File: config.mk
export PLATFORM = sky130hd
export DESIGN_NAME = onehot_arb_mux
export DESIGN_NICKNAME = d
export VERILOG_FILES = /design/src/rtl/onehot_arb_mux.sv
export SDC_FILE = /design/constraint.sdc
export NUM_CORES = 1
export LEC_CHECK = 0
export ABC_AREA = 1
export CORE_MARGIN = 2
export CORE_UTILIZATION = 43
export DETAILED_ROUTE_END_ITERATION = 8
export PLACE_DENSITY = 0.9
export REMOVE_ABC_BUFFERS = 1
export SYNTH_ARGS = -nofsm -noshare
export SYNTH_HDL_FRONTEND = slang
export SYNTH_SLANG_ARGS = --single-unit
export TNS_END_PERCENT = 1
File: constraint.sdc
create_clock -name clk -period 4.1 [get_ports clk]
set_input_delay 0.41 -clock clk [delete_from_list [all_inputs] [get_ports clk]]
set_output_delay 0.41 -clock clk [all_outputs]
set_load 0.02 [all_outputs]
File: src/rtl/onehot_arb_mux.sv
// onehot_arb_mux: registered N-to-1 channel mux with round-robin arbitration.
//
// An internal arbiter picks one valid input per cycle. The search starts at
// the round-robin pointer and wraps. The one-hot grant drives an AND-OR mux,
// and the mux feeds a single output register with a valid/ready handshake.
//
// Ports:
//   clk, rst_n           clock, asynchronous active-low reset
//   in_valid[INPUTS]     per-channel beat valid
//   in_ready[INPUTS]     per-channel accept (one-hot or zero)
//   in_data[INPUTS]      per-channel data (unpacked array of WIDTH bits)
//   in_last[INPUTS]      per-channel end-of-packet flag
//   out_valid/out_ready  output register handshake
//   out_data, out_last   registered data and last flag of the granted beat
//   out_sel              registered one-hot grant that produced out_data
//
// Optional build macro ONEHOT_ARB_MUX_LOCK_EN:
//   The arbiter locks to a channel from its first non-last beat until that
//   channel's last beat is accepted. The pointer advances only on that
//   releasing beat.

// Per-lane gate: passes {last, data} only when this lane holds the grant.
module onehot_arb_mux_lane #(
    parameter int WIDTH = 8
) (
    input  logic             gnt,
    input  logic [WIDTH-1:0] data,
    input  logic             last,
    output logic [WIDTH:0]   gated
);
    assign gated = {last, data} & {(WIDTH+1){gnt}};
endmodule

module onehot_arb_mux #(
    parameter int INPUTS = 4,
    parameter int WIDTH  = 8
) (
    input  logic              clk,
    input  logic              rst_n,
    input  logic [INPUTS-1:0] in_valid,
    output logic [INPUTS-1:0] in_ready,
    input  logic [WIDTH-1:0]  in_data [INPUTS],
    input  logic [INPUTS-1:0] in_last,
    output logic              out_valid,
    input  logic              out_ready,
    output logic [WIDTH-1:0]  out_data,
    output logic [INPUTS-1:0] out_sel,
    output logic              out_last
);
    localparam int PW = (INPUTS > 1) ? $clog2(INPUTS) : 1;

    logic [PW-1:0]               ptr;
    logic [PW-1:0]               win;
    logic [PW-1:0]               ptr_nxt;
    logic                        found;
    logic [INPUTS-1:0]           elig;
    logic [INPUTS-1:0]           gnt;
    logic                        load;
    logic                        accept;
    logic [INPUTS-1:0][WIDTH:0]  lane_out;
    logic [WIDTH:0]              mux_out;
    logic [WIDTH-1:0]            mux_data;
    logic                        mux_last;

`ifdef ONEHOT_ARB_MUX_LOCK_EN
    logic          locked;
    logic [PW-1:0] lock_ch;

    // While locked, only the owning channel may compete, even when it is idle.
    always_comb begin
        elig = in_valid;
        if (locked) elig = in_valid & (INPUTS'(1) << lock_ch);
    end
`else
    assign elig = in_valid;
`endif

    // Rotating priority is split into two passes. The first pass covers
    // channels at or above ptr. The second covers the wrapped region below
    // ptr, and it only matters when the first pass found nothing.
    always_comb begin
        found = 1'b0;
        win   = '0;
        for (int c = 0; c < INPUTS; c++) begin
            if (!found && elig[c] && (c >= int'(ptr))) begin
                found = 1'b1;
                win   = PW'(c);
            end
        end
        for (int c = 0; c < INPUTS; c++) begin
            if (!found && elig[c]) begin
                found = 1'b1;
                win   = PW'(c);
            end
        end
    end

    assign gnt      = found ? (INPUTS'(1) << win) : '0;
    assign load     = !out_valid || out_ready;
    assign in_ready = load ? gnt : '0;
    assign accept   = load && found;
    assign ptr_nxt  = (win == PW'(INPUTS - 1)) ? '0 : win + 1'b1;

    // AND-OR mux: each lane gates its own beat, and the gated beats are OR-ed.
    for (genvar i = 0; i < INPUTS; i++) begin : g_lane
        onehot_arb_mux_lane #(.WIDTH(WIDTH)) u_lane (
            .gnt   (gnt[i]),
            .data  (in_data[i]),
            .last  (in_last[i]),
            .gated (lane_out[i])
        );
    end

    always_comb begin
        mux_out = '0;
        for (int i = 0; i < INPUTS; i++) mux_out = mux_out | lane_out[i];
    end

    assign mux_data = mux_out[WIDTH-1:0];
    assign mux_last = mux_out[WIDTH];

    // Output register. Reloading while draining keeps a full one-beat/cycle rate.
    always_ff @(posedge clk or negedge rst_n) begin
        if (!rst_n) begin
            out_valid <= 1'b0;
            out_data  <= '0;
            out_sel   <= '0;
            out_last  <= 1'b0;
            ptr       <= '0;
        end else if (accept) begin
            out_valid <= 1'b1;
            out_data  <= mux_data;
            out_sel   <= gnt;
            out_last  <= mux_last;
`ifdef ONEHOT_ARB_MUX_LOCK_EN
            if (mux_last) ptr <= ptr_nxt;
`else
            ptr       <= ptr_nxt;
`endif
        end else if (out_ready) begin
            out_valid <= 1'b0;
        end
    end

`ifdef ONEHOT_ARB_MUX_LOCK_EN
    always_ff @(posedge clk or negedge rst_n) begin
        if (!rst_n) begin
            locked  <= 1'b0;
            lock_ch <= '0;
        end else if (accept) begin
            locked  <= !mux_last;
            lock_ch <= win;
        end
    end
`endif

endmodule

==> flow_summary_export.csv <==
group,metric,value,unit
status,status,"complete, no violations",
worst_setup_path,cp.required,3.69,ns
timing,maxSlewViolCount,0,
detailed_routing,drc_errors,0,
clock_tree,clk_pin_slew,0.09,ns
yosys,syn_avg_cell_area,7.15,um2
worst_setup_path,rr_endpoint,"out_data[4]$_DFFE_PN0P_",
timing,fin_setup_tns,0,ns
place,place_ws,0.769,ns
place,port_buffers,60,
place,hpwl,2330,um
worst_setup_path,crit_fanout,10,
detailed_routing,drtIter0Drc,51,
clock_tree,clock-sinks,16,
detailed_routing,viasPerCell,4.86,
layout,nFillCells,251,
die,pin_count,61,
layout,synthToLayoutAreaGrowth,48.2,%
yosys,synth_compound_area_frac,0.0692,
global_route,grt.total_usage,0.200,
die,die_x,57.5,um
die,rows,19,
die,initial_core_util,0.450,
worst_setup_path,r2r-start,"ptr[0]$_DFFE_PN0P_",
flow_run,maxCapViolations,0,
yosys,yosysWarnings,0,
worst_setup_path,rrSetupSlack,2.06,ns
clock_tree,cts_tree,"built",
power_and_ir_drop,peakVddDrop,0.335,mV
layout,finalInstanceArea,0.00182,mm2
power_and_ir_drop,leakage,0.875,nW
timing,fin_ws,0.776,ns
worst_setup_path,crit_path_end,"in_ready[2]",
yosys,synth_cells,172,
layout,diodes,0,
detailed_routing,vias,1254,
timing,slew_headroom,0.492,
yosys,synth_fa_ha_area_frac,0.0407,
layout,final_util,0.667,
place,dpl_cell_area,0.00180,mm2
worst_setup_path,cp.arrival,2.91,ns
worst_setup_path,reg2regPathDepth,10,
worst_setup_path,cp-end-kind,"output port",
timing,fin_crit,3.32,ns
layout,drive_above_1_share,0.145,
hold_path,hold_path.class,"reg -> reg",
worst_setup_path,critPathLaunch,"in_valid[1]",
layout,finalNonFillerCells,258,
detailed_routing,antenna_left,0,
layout,layout.nets,276,
clock_tree,cts_resized,0,
timing,finClkSkew,0.00215,ns
layout,mostFrequentLayoutCells,"60 x clkdlybuf4s50_1, 34 x nand2_1, 29 x nand3_1, 22 x nor2_1, 20 x inv_1",
detailed_routing,drt_wl_total,3060,um
die,fp.coreArea,0.00273,mm2
detailed_routing,drt_pass1_iterations,4,
timing,final-setup-viol-count,0,
yosys,synth.distinct_cells,23,
die,die_h,57.5,um
power_and_ir_drop,p_per_area,514,mW/mm2
yosys,syn_area,0.00123,mm2
clock_tree,root_buffer,"clkbuf_4",
timing,tightest_slew,0.759,ns
global_route,grt_max_degree,29,
yosys,seq_area_frac_synth,0.326,
worst_setup_path,cp-start-kind,"input pin",
clock_tree,cts_max_level,1,
timing,fmax,301,MHz
layout,multi_input_area,674,um2
detailed_routing,wire_per_inst,11.9,um
timing,timing.final.crit_share,0.811,
place,dp.cells,255,
die,die_area,0.00330,mm2
yosys,ys_seq_elements,16,
clock_tree,clock_path_buffers,2,
clock_tree,postCtsSetupBuffers,0,
global_route,antenna_found_initial,0,
place,finalWeightedCongestion,0.787,
layout,seqCellArea,400,um2
global_route,grt_pass1_wl,5170,um
layout,mostFrequentLayoutCell,"clkdlybuf4s50_1",
worst_setup_path,path_class,"in -> out",
yosys,synth_top_family_by_area,"simple AND/OR/NAND/NOR gates",
clock_tree,cts_buffers,3,
global_route,overflow,0,
yosys,synth.mux.area_fraction,0,
timing,rsz0062_at_grt,"no",
clock_tree,cts_hold_buf,0,
timing,finalHoldViolCount,0,
yosys,synthSimpleGateAreaFrac,0.438,
yosys,synth_xor_area_frac,0,
global_route,grt_pass1_vias,1225,
clock_tree,clk_latency,0.28,ns
routing by layer:
layer	GRT usage	part of all wire
met5	0	0
met4	0.0664	0.0036
met3	0.0408	0.063
met2	0.354	0.50
met1	0.240	0.43
power by group:
part / switching (W) / internal [W]
clock network: 0.0000505 / 0.0000341
logic: 0.000318 / 0.000265
registers: 0.0000452 / 0.000224
synthesized netlist by cell type:
cell,instances,area [um2]
a21oi_1,1,5.00
a21oi_4,2,32.5
buf_1,2,7.51
buf_12,1,20.0
buf_4,1,7.51
buf_6,3,33.8
clkbuf_1,2,7.51
dfrtp_1,16,400
ha_1,4,50.1
inv_1,20,75.1
inv_2,1,3.75
nand2_1,34,128
nand2_2,5,31.3
nand2_4,1,11.3
nand3_1,29,145
nand3b_1,1,7.51
nand4_4,1,21.3
nor2_1,22,82.6
nor2_2,18,113
o211ai_1,1,7.51
o21ai_0,5,25.0
o21ai_2,1,8.76
o22ai_1,1,6.26
state kept, by name (all words and copies together) (netlist names):
signal / flops
out_data: 8
out_sel: 4
ptr: 2
out_last: 1
out_valid: 1
worst max-delay path, stage by stage:
cell and delay, ns:
clkdlybuf4s50_1 0.54, inv_1 0.13, a21oi_1 0.19, nand3b_1 0.13
o211ai_1 0.15, inv_1 0.12, ha_1 0.40, inv_1 0.11
nor2_1 0.11, clkdlybuf4s50_1 0.61
worst min-delay path by stage:
stage	startpoint	end	slack [ns]	cells after the start
2_1_floorplan	rst_n	out_data[0]$_DFFE_PN0P_	0.11	0
4_1_cts	out_sel[3]$_DFFE_PN0P_	out_sel[3]$_DFFE_PN0P_	0.50	2
6_report	out_sel[3]$_DFFE_PN0P_	out_sel[3]$_DFFE_PN0P_	0.49	2
5_1_grt	out_sel[0]$_DFFE_PN0P_	out_sel[0]$_DFFE_PN0P_	0.54	2
3_3_place_gp	out_sel[1]$_DFFE_PN0P_	out_sel[1]$_DFFE_PN0P_	0.47	2
3_5_place_dp	out_sel[3]$_DFFE_PN0P_	out_sel[3]$_DFFE_PN0P_	0.48	2
per-stage QoR:
| stage | total power (W) | hold slack (ns) |
|---|---|---|
| finish | 0.000936 | 0.489 |
| global route | 0.00101 | 0.538 |
| CTS | 0.000946 | 0.499 |
| detailed placement | 0.000859 | 0.475 |
| global placement | 0.000846 | 0.467 |
| floorplan | 0.000612 | 0.114 |
final cells by class:
cell class | instances | area share
inverters | 21 | 0.0432
repair buffers | 61 | 0.334
clock buffers | 3 | 0.0124
multi-input cells | 126 | 0.370
well taps | 31 | 0.0213
flip-flops and latches | 16 | 0.220
cells by family after synthesis:
group	after synthesis
fa+ha+maj	4
flops	16
buf+inv	30
simple gates	111
compound gates	11
No activity file was read; power rests on OpenSTA's default activity.
==> RTL change (config.mk and constraints unchanged) <==
`INPUTS`: 4 -> 8.
--- a/src/rtl/onehot_arb_mux.sv
+++ b/src/rtl/onehot_arb_mux.sv
@@ -33,5 +33,5 @@
 
 module onehot_arb_mux #(
-    parameter int INPUTS = 4,
+    parameter int INPUTS = 8,
     parameter int WIDTH  = 8
 ) (
Interface: changed (5 resized); port bits go from 61 to 109. No check against the original RTL was run, so the function may have changed too.
==> RTL change against the original RTL <==
  * Total power up 100%
  * Critical path type unchanged
  * Clock skew down 0.00099 ns
  * Core utilization up 3.0 points
  * Area after synthesis up 70%
  * Critical path depth increased by 5
  * Final area is 79% higher
  * Sequential cell count is 5 higher
  * Clock power increased by 66%
  * Sequential power is 41% higher
  * Setup slack got worse by 0.45 ns
  * Wire length is 130% higher
==> RTL change: results <==
set metrics [dict create \
    status "completed" \
    cellLeakagePower_nw 1.64 \
    cpLargestDelayFamily "buffers and inverters" \
    synth_cell_types 29 \
    via_per_inst 5.22 \
    relSlewSlack_pct 36.0 \
    reg2reg_from "ptr[2]$_DFFE_PN0P_" \
    grt_max_degree 22 \
    hpwl_um 5520 \
    postCtsSetupBuffers 0 \
    drtPass1Iterations 5 \
    numCtsBuffers 3 \
    worstPathMaxFanout 4 \
    crit_start "in_valid[1]" \
    grt_pass1_wl_um 11200 \
    root_buffer "clkbuf_8" \
    slowest_delay_ns 0.60 \
    whs_ns 0.486 \
    synth_common_cells "nand2_1, nor2_1, nand3_1" \
    nets 529 \
    drt_iter0_markers 318 \
    min-delay-start "out_sel[4]$_DFFE_PN0P_" \
    portBuffers 108 \
    grt_util_met2_pct 46.3 \
    num_vias 2575 \
    gr-usage-met3_pct 4.25 \
    yosys_warnings 0 \
    nFillCells 410 \
    grt_pass1_vias 2418 \
    reg2reg_depth 18 \
    use_met1_pct 33.0 \
    synth-seq-area-share_pct 25.1 \
    hp-class "reg2reg" \
    regToRegEndpoint "out_data[4]$_DFFE_PN0P_" \
    top_regs "out_data (8), out_sel (8), ptr (3)" \
    yosys-top-cells-area "dfrtp_1, nand2_1, nor2_1" \
    grt.total_usage_pct 26.2 \
    critPathCapture "in_ready[3]" \
    critPathArrivalTime_ns 3.37 \
    maxSlewViolCount 0 \
    num_antenna_cells 0 \
    dp.cells 489 \
    drive_above_1_share_pct 9.57 \
    cts_resized 0 \
    place_congestion 0.980 \
    dp_slack_ns 0.202 \
    placed_cell_area_um2 3210 \
    wl_um 6910 \
    clk_latency_ns 0.26 \
    peakVddDrop_mv 0.317 \
    synth_cells 330 \
    clk_pin_slew_ns 0.08 \
    fin_skew_ns 0.00116 \
    r2r_slack_ns 1.23 \
    worstHoldEndpoint "out_sel[4]$_DFFE_PN0P_" \
    timing.final.crit_share_pct 92.1 \
]
[RTL change: area by class of cell]
cell class                 count  area [um^2]  share of cell area, %
clock inverter                 1         5.00                  0.153
sequential                    21          526                   16.1
multi-input combinational    253         1300                   39.8
inverter                      42          158                   4.82
clock buffer                   3         41.3                   1.26
tap                           54         67.6                   2.07
timing repair buffer         119         1170                   35.8
[RTL change: cells by family after synthesis]
family                   count (synthesis)  synth area share, %
buffers and inverters                   56                 12.8
adder cells (fa/ha/maj)                  6                 3.59
AND/OR/NAND/NOR                        218                 50.7
AO/OA/AOI/OAI                           29                 7.84
flip-flops                              21                 25.1
[RTL change: metal layers]
layer	vias up	wire, um
met5	-	0
met4	0	96
met3	12	553
met2	131	3530
met1	1160	2720
li1	1272	-
[RTL change: where the power goes]
group	switching [mW]	total [mW]	internal [mW]
Combinational	0.828	1.39	0.567
Sequential	0.0750	0.379	0.304
Clock	0.0720	0.140	0.0677
Total	0.975	1.91	0.938
